**config.mk**
```make
export PLATFORM = sky130hd
export DESIGN_NAME = breakout_input_cond
export DESIGN_NICKNAME = d
export VERILOG_FILES = /design/src/rtl/breakout_input_cond_pkg.sv /design/src/rtl/breakout_input_cond_debounce_bit.sv /design/src/rtl/breakout_input_cond.sv
export SDC_FILE = /design/constraint.sdc
export NUM_CORES = 1
export LEC_CHECK = 0
export BUFFER_PORTS_ARGS = -buffer_cell sky130_fd_sc_hd__clkbuf_2
export CAP_MARGIN = 25
export CORE_ASPECT_RATIO = 1.75
export CORE_MARGIN = 2
export CORE_UTILIZATION = 54
export CTS_CLUSTER_DIAMETER = 50
export DETAILED_ROUTE_END_ITERATION = 6
export PLACE_DENSITY = 0.76
export SLEW_MARGIN = 25
export SYNTH_ARGS = -nofsm -noshare
export SYNTH_HDL_FRONTEND = slang
export SYNTH_SLANG_ARGS = --single-unit
```
**constraint.sdc**
```tcl
create_clock -name i_clk -period 1.9 [get_ports i_clk]
set_clock_uncertainty 0.15 [all_clocks]
set_input_delay 0.38 -clock i_clk [delete_from_list [all_inputs] [get_ports i_clk]]
set_output_delay 0.38 -clock i_clk [all_outputs]
set_load 0.02 [all_outputs]
```
**src/rtl/breakout_input_cond_pkg.sv**
```systemverilog
// Shared widths, defaults and helpers for the breakout input conditioner.
package breakout_input_cond_pkg;

  localparam int unsigned PortW                 = 8;
  localparam int unsigned ButtonW               = 6;
  localparam int unsigned LinkPowW              = 4;
  localparam int unsigned DefaultDebounceCycles = 65536;

  // Bits needed to hold values 0..value-1 (value >= 2).
  function automatic int unsigned clog2(input int unsigned value);
    int unsigned result;
    int unsigned rem;
    result = 0;
    rem    = value - 1;
    while (rem > 0) begin
      result = result + 1;
      rem    = rem >> 1;
    end
    return result;
  endfunction

endpackage

```
**src/rtl/breakout_input_cond_debounce_bit.sv**
```systemverilog
// One pushbutton: input synchronizer, stable-count debouncer and press stretcher.
module breakout_input_cond_debounce_bit
  import breakout_input_cond_pkg::*;
#(
  parameter int unsigned SYNC_STAGES     = 2,
  parameter int unsigned DEBOUNCE_CYCLES = DefaultDebounceCycles,
  parameter bit          INVERT          = 1'b1
) (
  input  logic clk_i,
  input  logic rst_i,
  input  logic raw_i,
  input  logic frame_tick_i,
  output logic deb_o,
  output logic pend_o
);

  localparam int unsigned         CntW   = clog2(DEBOUNCE_CYCLES);
  localparam logic [CntW-1:0]     CntMax = CntW'(DEBOUNCE_CYCLES - 1);

  logic [SYNC_STAGES-1:0] sync_q, sync_d;
  logic [CntW-1:0]        cnt_q, cnt_d;
  logic                   deb_q, deb_d;
  logic                   pend_q, pend_d;
  logic                   toggle;
  logic                   rise;

  // Next-state: shift the synchronizer, count disagreeing cycles, stretch presses.
  always_comb begin
    // Polarity is fixed before the first flop so the chain always carries 1 = pressed.
    sync_d = {sync_q[SYNC_STAGES-2:0], raw_i ^ INVERT};
    cnt_d  = '0;
    deb_d  = deb_q;
    toggle = 1'b0;
    if (sync_q[SYNC_STAGES-1] != deb_q) begin
      if (cnt_q == CntMax) begin
        toggle = 1'b1;
        deb_d  = ~deb_q;
      end else begin
        cnt_d = cnt_q + CntW'(1);
      end
    end
    rise   = toggle & ~deb_q;
    // A new press beats a same-cycle frame tick so it is never dropped.
    pend_d = pend_q;
    if (rise) begin
      pend_d = 1'b1;
    end else if (frame_tick_i) begin
      pend_d = 1'b0;
    end
  end

  // State registers with synchronous reset.
  always_ff @(posedge clk_i) begin
    if (rst_i) begin
      sync_q <= '0;
      cnt_q  <= '0;
      deb_q  <= 1'b0;
      pend_q <= 1'b0;
    end else begin
      sync_q <= sync_d;
      cnt_q  <= cnt_d;
      deb_q  <= deb_d;
      pend_q <= pend_d;
    end
  end

  assign deb_o  = deb_q;
  assign pend_o = pend_q;

endmodule

```
**src/rtl/breakout_input_cond.sv**
```systemverilog
// Conditions raw breakout inputs (port, buttons, link power) for the frame serializer.
module breakout_input_cond
  import breakout_input_cond_pkg::*;
#(
  parameter int unsigned SYNC_STAGES       = 2,
  parameter int unsigned DEBOUNCE_CYCLES   = DefaultDebounceCycles,
  parameter bit          BUTTON_ACTIVE_LOW = 1'b1
) (
  input  logic                i_clk,
  input  logic                i_rst,
  input  logic [PortW-1:0]    i_port_raw,
  input  logic [ButtonW-1:0]  i_button_raw,
  input  logic [LinkPowW-1:0] i_link_pow_raw,
  input  logic                i_frame_tick,
  output logic [PortW-1:0]    o_port,
  output logic [ButtonW-1:0]  o_button,
  output logic [LinkPowW-1:0] o_link_pow,
  output logic                o_button_event
);

  logic [SYNC_STAGES-1:0][PortW-1:0]    port_sync_q, port_sync_d;
  logic [SYNC_STAGES-1:0][LinkPowW-1:0] lp_sync_q, lp_sync_d;
  logic [ButtonW-1:0]                   button_q, button_d;
  logic [ButtonW-1:0]                   deb_prev_q, deb_prev_d;
  logic                                 event_q, event_d;
  logic [ButtonW-1:0]                   deb;
  logic [ButtonW-1:0]                   pend;

  for (genvar g = 0; g < ButtonW; g++) begin : g_button
    breakout_input_cond_debounce_bit #(
      .SYNC_STAGES     (SYNC_STAGES),
      .DEBOUNCE_CYCLES (DEBOUNCE_CYCLES),
      .INVERT          (BUTTON_ACTIVE_LOW)
    ) u_debounce_bit (
      .clk_i        (i_clk),
      .rst_i        (i_rst),
      .raw_i        (i_button_raw[g]),
      .frame_tick_i (i_frame_tick),
      .deb_o        (deb[g]),
      .pend_o       (pend[g])
    );
  end

  // Next-state: plain synchronizer chains plus registered button view and change pulse.
  always_comb begin
    port_sync_d[0] = i_port_raw;
    lp_sync_d[0]   = i_link_pow_raw;
    for (int i = 1; i < SYNC_STAGES; i++) begin
      port_sync_d[i] = port_sync_q[i-1];
      lp_sync_d[i]   = lp_sync_q[i-1];
    end
    button_d   = deb | pend;
    deb_prev_d = deb;
    // Lines up with the o_button update that reflects the same deb change.
    event_d    = |(deb ^ deb_prev_q);
  end

  // Output and synchronizer registers with synchronous reset.
  always_ff @(posedge i_clk) begin
    if (i_rst) begin
      port_sync_q <= '0;
      lp_sync_q   <= '0;
      button_q    <= '0;
      deb_prev_q  <= '0;
      event_q     <= 1'b0;
    end else begin
      port_sync_q <= port_sync_d;
      lp_sync_q   <= lp_sync_d;
      button_q    <= button_d;
      deb_prev_q  <= deb_prev_d;
      event_q     <= event_d;
    end
  end

  assign o_port         = port_sync_q[SYNC_STAGES-1];
  assign o_link_pow     = lp_sync_q[SYNC_STAGES-1];
  assign o_button       = button_q;
  assign o_button_event = event_q;

endmodule

```
==> impl_metrics.yaml, run 1 <==
run_status:
  status: "complete, no violations"
clock_tree:
  postCtsSetupBuffers: 0
  clock_latency_ps: 420
  clockRootBuffer: "clkbuf_16"
  clk_pin_slew_ps: 60
  clock_sinks: 157
  htreeDepth: 4
  clock_path_buffers: 2
  cts_made_buffers: 17
  cts_tree: "built"
sta:
  setup_viol: 0
  tightest_slew_ps: 440
  relSlewSlack_pct: 70.4
  fin_hold_ws_ps: 20.5
  finalMaxSlewViolations: 0
  fmax_mhz: 551
  period_needed_ps: 1810
  grt_setup_unrepaired: "no"
  period_share_pct: 95.5
  hold_viol_final: 0
  tns_ps: 0
yosys:
  synth_commonest_cells: "157 x dfxtp_1, 114 x nor2_1, 45 x xnor2_1"
  yosys_warnings: 0
  synth.net_count: 679
  yosysUniqueCellTypes: 48
  syn_inst: 652
  synth_area_leaders: "dfxtp_1 52%, nor2_1 7.1%, xnor2_1 6.5%, xor2_1 6.1%, nor2b_1 4.0%"
  synth_edf_count: 0
  netlist.area_leader.share_pct: 51.9
  synth_top_area_cell: "dfxtp_1"
  synthArstFlopShare_pct: 0
  synth_area_per_cell_um2: 9.30
  ys_seq_area_share_pct: 51.9
  netlist_area_um2: 6060
  yosys.cell_count.top_type: "dfxtp_1"
  ys_ff_latch: 157
  ys_dominant_reg_cell: "dfxtp_1"
die:
  die_w_um: 84.1
  die_y_um: 144
  start_util_pct: 54.9
  num_rows: 51
  die_area_um2: 12100
  ios: 40
  coreArea_um2: 11000
critical_path:
  r2r_slack_ps: 90
  r2r_end: "g_button[5].u_debounce_bit.cnt_q[14]"
  crit_start: "g_button[5].u_debounce_bit.cnt_q[1]"
  ff2ff_path_depth: 5
  crit_end: "g_button[5].u_debounce_bit.cnt_q[14]"
  critical_path_class: "reg2reg"
  worstPathArrival_ps: 2010
  crit_required_ps: 2100
  worstPathMaxFanout: 4
  worstReg2RegStart: "g_button[5].u_debounce_bit.cnt_q[1]"
  crit_path_start_kind: "flop"
  cp-end-kind: "flop"
global_route:
  met1_usage_pct: 20.5
  grt_use_total_pct: 20.3
  grt_pass1_wl_um: 20100
  overflow: 0
  grt_busiest_layer: "met2"
  grt_max_degree: 18
  use_met3_pct: 4.45
  grt_pass1_vias: 4787
  grt_antenna_before_repair: 0
  grt_use_met2_pct: 38.6
final_layout:
  drive_gt1_share_pct: 17.0
  fin_area_um2: 7240
  area.sequential_um2: 3140
  areaGrowthSynthToFinish_pct: 19.5
  multiInputGateArea_um2: 2780
  diodes: 0
  nFillCells: 901
  nets: 756
placement:
  io_buffers: 39
  post_dp_cell_area_um2: 6580
  dp_hpwl_um: 8060
  gp_congestion: 0.825
detailed_routing:
  first_pass_iters: 4
  postRouteAntennaNets: 0
  routedWlPerCell_um: 13.3
  num_vias: 4701
  drc: 0
  avgViaCountPerCell: 5.38
  dr.first_iter.drc_count: 132
  wirelength_um: 11600
power:
  vdd_drop_max_mv: 0.872
  powerDensity_nw_per_um2: 930
  leakage_nw: 2.54
flow_run:
  max-cap-violations: 0
hold_path:
  hp-class: "in2reg"
[cell families (layout without fill, tap and decap cells)]
logic type               Yosys count  count (layout)  share of synthesized area, %
AO/OA/AOI/OAI                     34              34                          3.37
XOR/XNOR                          87              87                          12.6
adder cells (fa/ha/maj)            6               6                          1.24
flip-flops                       157             157                          51.9
multiplexers                       4               4                         0.702
buffers and inverters             39             129                          2.64
AND/OR/NAND/NOR                  325             325                          27.6
[power breakdown]
part           total [W]  switching [W]  internal, W
sequential       0.00335      0.0000145      0.00333
clock            0.00324        0.00138      0.00186
combinational   0.000149      0.0000794    0.0000693
[metrics by stage]
stage / worst slack, ps / std cells / power [W] / utilization (%)
final: 86.1 / 874 / 0.00673 / 65.6
after global placement: 86.9 / 836 / 0.00355 / 59.6
after CTS: 5.98 / 874 / 0.00679 / 65.4
after detailed placement: 13.8 / 836 / 0.00356 / 59.6
after global routing: 4.46 / 874 / 0.00694 / 65.6
after floorplan: 32.6 / 652 / 0.00350 / -
[layer usage]
metal | vias to the layer above | wire length [um] | share of wire [%]
met2 | 93 | 6390 | 55
li1 | 2352 | - | -
met1 | 2232 | 4630 | 40
met5 | - | 0 | 0
met3 | 24 | 366 | 3.2
met4 | 0 | 216 | 1.9
[cell type report]
cell class                 instances  area share, %
inverter                          19          0.985
clock buffer                      18           6.07
sequential                       157           43.4
clock inverter                    14           1.88
timing repair buffer              78           6.95
tap                              132           2.28
multi-input combinational        456           38.4
[critical path, stage by stage, from the launching register on]
cell and delay, ps:
dfxtp_2 350, ha_2 190, nand2_2 70, or4_4 530
or3_1 320, a21oi_1 140
[sequential cells by signal, indices dropped and copies added (netlist names), 4 cells and up]
signal and cells:
deb_prev_q 6, g_button.u_debounce_bit.cnt_q 96, g_button.u_debounce_bit.deb_o 6, g_button.u_debounce_bit.pend_o 6, g_button.u_debounce_bit.sync_q 12, lp_sync_d 4, o_button 6, o_link_pow 4
o_port 8, port_sync_d 8
[cell usage in the layout, fill, tap and decap left out, drive strengths merged, types with 8 or more instances in the layout]
cell type / instances
dfxtp: 157
nor2: 114
clkbuf: 57
xnor2: 45
xor2: 42
nor2b: 39
nand3: 38
buf: 33
nand4: 27
nand2: 25
inv: 23
nor4: 19
nor3: 17
a21oi: 11
o21ai: 11
or3: 8
[worst min-delay path by stage]
stage	startpoint	endpoint	slack, ps	cells past startpoint
after global routing	i_link_pow_raw[3]	lp_sync_d[7]	10	2
after CTS	i_link_pow_raw[3]	lp_sync_d[7]	10	2
after floorplan	g_button[0].u_debounce_bit.sync_q[0]	g_button[0].u_debounce_bit.sync_q[1]	260	1
after global placement	port_sync_d[13]	o_port[5]	270	1
final	i_link_pow_raw[3]	lp_sync_d[7]	20	2
after detailed placement	port_sync_d[12]	o_port[4]	280	1
[timing repair]
action | in CTS | in global routing
endpoints found under the setup margin | 0 | 19
endpoints found under the hold margin | 6 | 0
gates resized for setup | 0 | 7
hold buffers | 6 | 0
No activity file was read; power rests on OpenSTA's default activity.
==> run 2: changes to the inputs <==
Settings changed: CORE_ASPECT_RATIO 1.75 to default, HOLD_SLACK_MARGIN from default to 0.12.
==> impl_metrics.yaml, run 2 (same netlist as run 1, synthesis figures left out) <==
run_status:
  status: "complete, no violations"
clock_tree:
  htreeDepth: 4
  clockRootBuffer: "clkbuf_8"
  clock_sinks: 157
  cts_made_buffers: 17
  clk_pin_slew_ps: 60
  clock_latency_ps: 530
  clock_path_buffers: 2
  cts_tree: "built"
final_layout:
  final_cell_mix: "154 x dfxtp_1, 114 x nor2_1, 45 x xnor2_1"
  final_common_cell: "dfxtp_1"
  diodes: 0
  final_core_util_pct: 67.9
  largestRegisters: "g_button.u_debounce_bit.cnt_q (96), g_button.u_debounce_bit.sync_q (12)"
  drive_gt1_share_pct: 15.6
  nets: 766
  fin_cells: 892
  largest_register_ffs: 96
  top_register: "g_button.u_debounce_bit.cnt_q"
  areaGrowthSynthToFinish_pct: 21.9
placement:
  placed_cells: 838
  gp_congestion: 0.811
  pre_cts_ws_ps: 55.7
  io_buffers: 39
  dp_hpwl_um: 7470
critical_path:
  critical_path_class: "reg2reg"
  crit_required_ps: 2220
  crit_path_start_kind: "flop"
  cp-end-kind: "flop"
  worstPathArrival_ps: 2120
  worstPathMaxFanout: 4
power:
  seqPwrFrac_pct: 48.5
  p_int_w: 0.00552
  vdd_drop_max_mv: 0.756
  leakage_nw: 2.62
  p_sw_w: 0.00138
  clock_power_share_pct: 48.9
  powerDensity_nw_per_um2: 934
  power_w: 0.00690
  switching_share_pct: 20.0
  p_comb_share_pct: 2.6
sta:
  fmax_mhz: 554
  finalMaxSlewViolations: 0
  period_needed_ps: 1810
  relSlewSlack_pct: 72.6
  period_share_pct: 95.0
  tightest_slew_ps: 407
  fin_ws_ps: 95.0
  fin_hold_ws_ps: 286
  setup_viol: 0
  hold_viol_final: 0
die:
  die_area_um2: 12100
  die_y_um: 110
  coreArea_um2: 10900
  start_util_pct: 55.7
  die_w_um: 110
  ios: 40
  num_rows: 38
detailed_routing:
  dr.first_iter.drc_count: 224
  drc: 0
  routedWlPerCell_um: 12.8
  postRouteAntennaNets: 0
  wirelength_um: 11400
  first_pass_iters: 4
  num_vias: 4601
  avgViaCountPerCell: 5.16
global_route:
  grt_use_total_pct: 20.3
  grt_antenna_before_repair: 0
  grt_max_degree: 23
  grt_pass1_vias: 4396
  grt_pass1_wl_um: 19000
  overflow: 0
hold_path:
  hp-class: "reg2reg"
flow_run:
  max-cap-violations: 0
==> run 2: cell count changes in the layout (fill, tap and decap cells not counted), sizes merged <==
cell         previous run  this run
clkinvlp                6         1
inv                    23        19
bufinv                  1         3
clkbuf                 57        60
clkinv                  3         7
dlygate4sd3             6        22
buf                    33        27
==> run 2: power groups by stage <==
stage,clock (W),combinational [W],sequential (W)
final,0.00338,0.000178,0.00335
after global routing,0.00358,0.000196,0.00335
after CTS,0.00345,0.000178,0.00335
after detailed placement,0,0.000141,0.00342
after global placement,0,0.000139,0.00342
after floorplan,0,0.0000696,0.00343
==> run 2: path summary, 6_finish.rpt <==
kind                                   startpoint                                   end  slack [ps]  cells past startpoint
min          g_button[1].u_debounce_bit.sync_q[0]  g_button[1].u_debounce_bit.sync_q[1]         290                      1
max           g_button[5].u_debounce_bit.cnt_q[1]  g_button[5].u_debounce_bit.cnt_q[14]          90                      5
min reg2reg  g_button[1].u_debounce_bit.sync_q[0]  g_button[1].u_debounce_bit.sync_q[1]         290                      1
max reg2reg   g_button[5].u_debounce_bit.cnt_q[1]  g_button[5].u_debounce_bit.cnt_q[14]          90                      5
==> run 2: per-layer routing <==
metal / global-route usage [%] / part of all wire [%] / vias to the layer above
met4: 8.50 / 1.8 / 0
met3: 6.11 / 3.7 / 17
met1: 22.6 / 45 / 2141
met5: 0 / 0 / -
met2: 35.7 / 49 / 76
li1: - / - / 2367
==> run 2: metrics by stage <==
stage	setup TNS, ps	cell area, um2
after floorplan	0	6060
after global placement	0	6560
after detailed placement	0	6560
after CTS	0	7380
after global routing	-0.872	7390
final	0	7390
==> run 2: layout make-up <==
| class | count | area, um2 |
|---|---|---|
| clock inverter | 11 | 140 |
| fill | 870 | 3500 |
| inverter | 19 | 71.3 |
| multi-input combinational | 456 | 2770 |
| timing repair buffer | 88 | 631 |
| tap | 140 | 175 |
| sequential | 157 | 3150 |
| clock buffer | 21 | 459 |
==> run 2: repair_timing <==
item                                    CTS  global route
gates resized for setup                   0             5
buffers inserted                          0             0
hold buffers                             22             0
endpoints found under the hold margin    24             0
endpoints found under the setup margin    0             3
==> run 2: critical path, stage by stage, from the launching register on <==
cell and delay [ps]:
dfxtp_2 350, ha_2 180, nand2_1 80, or4_4 540, or3_1 310, a21oi_1 130
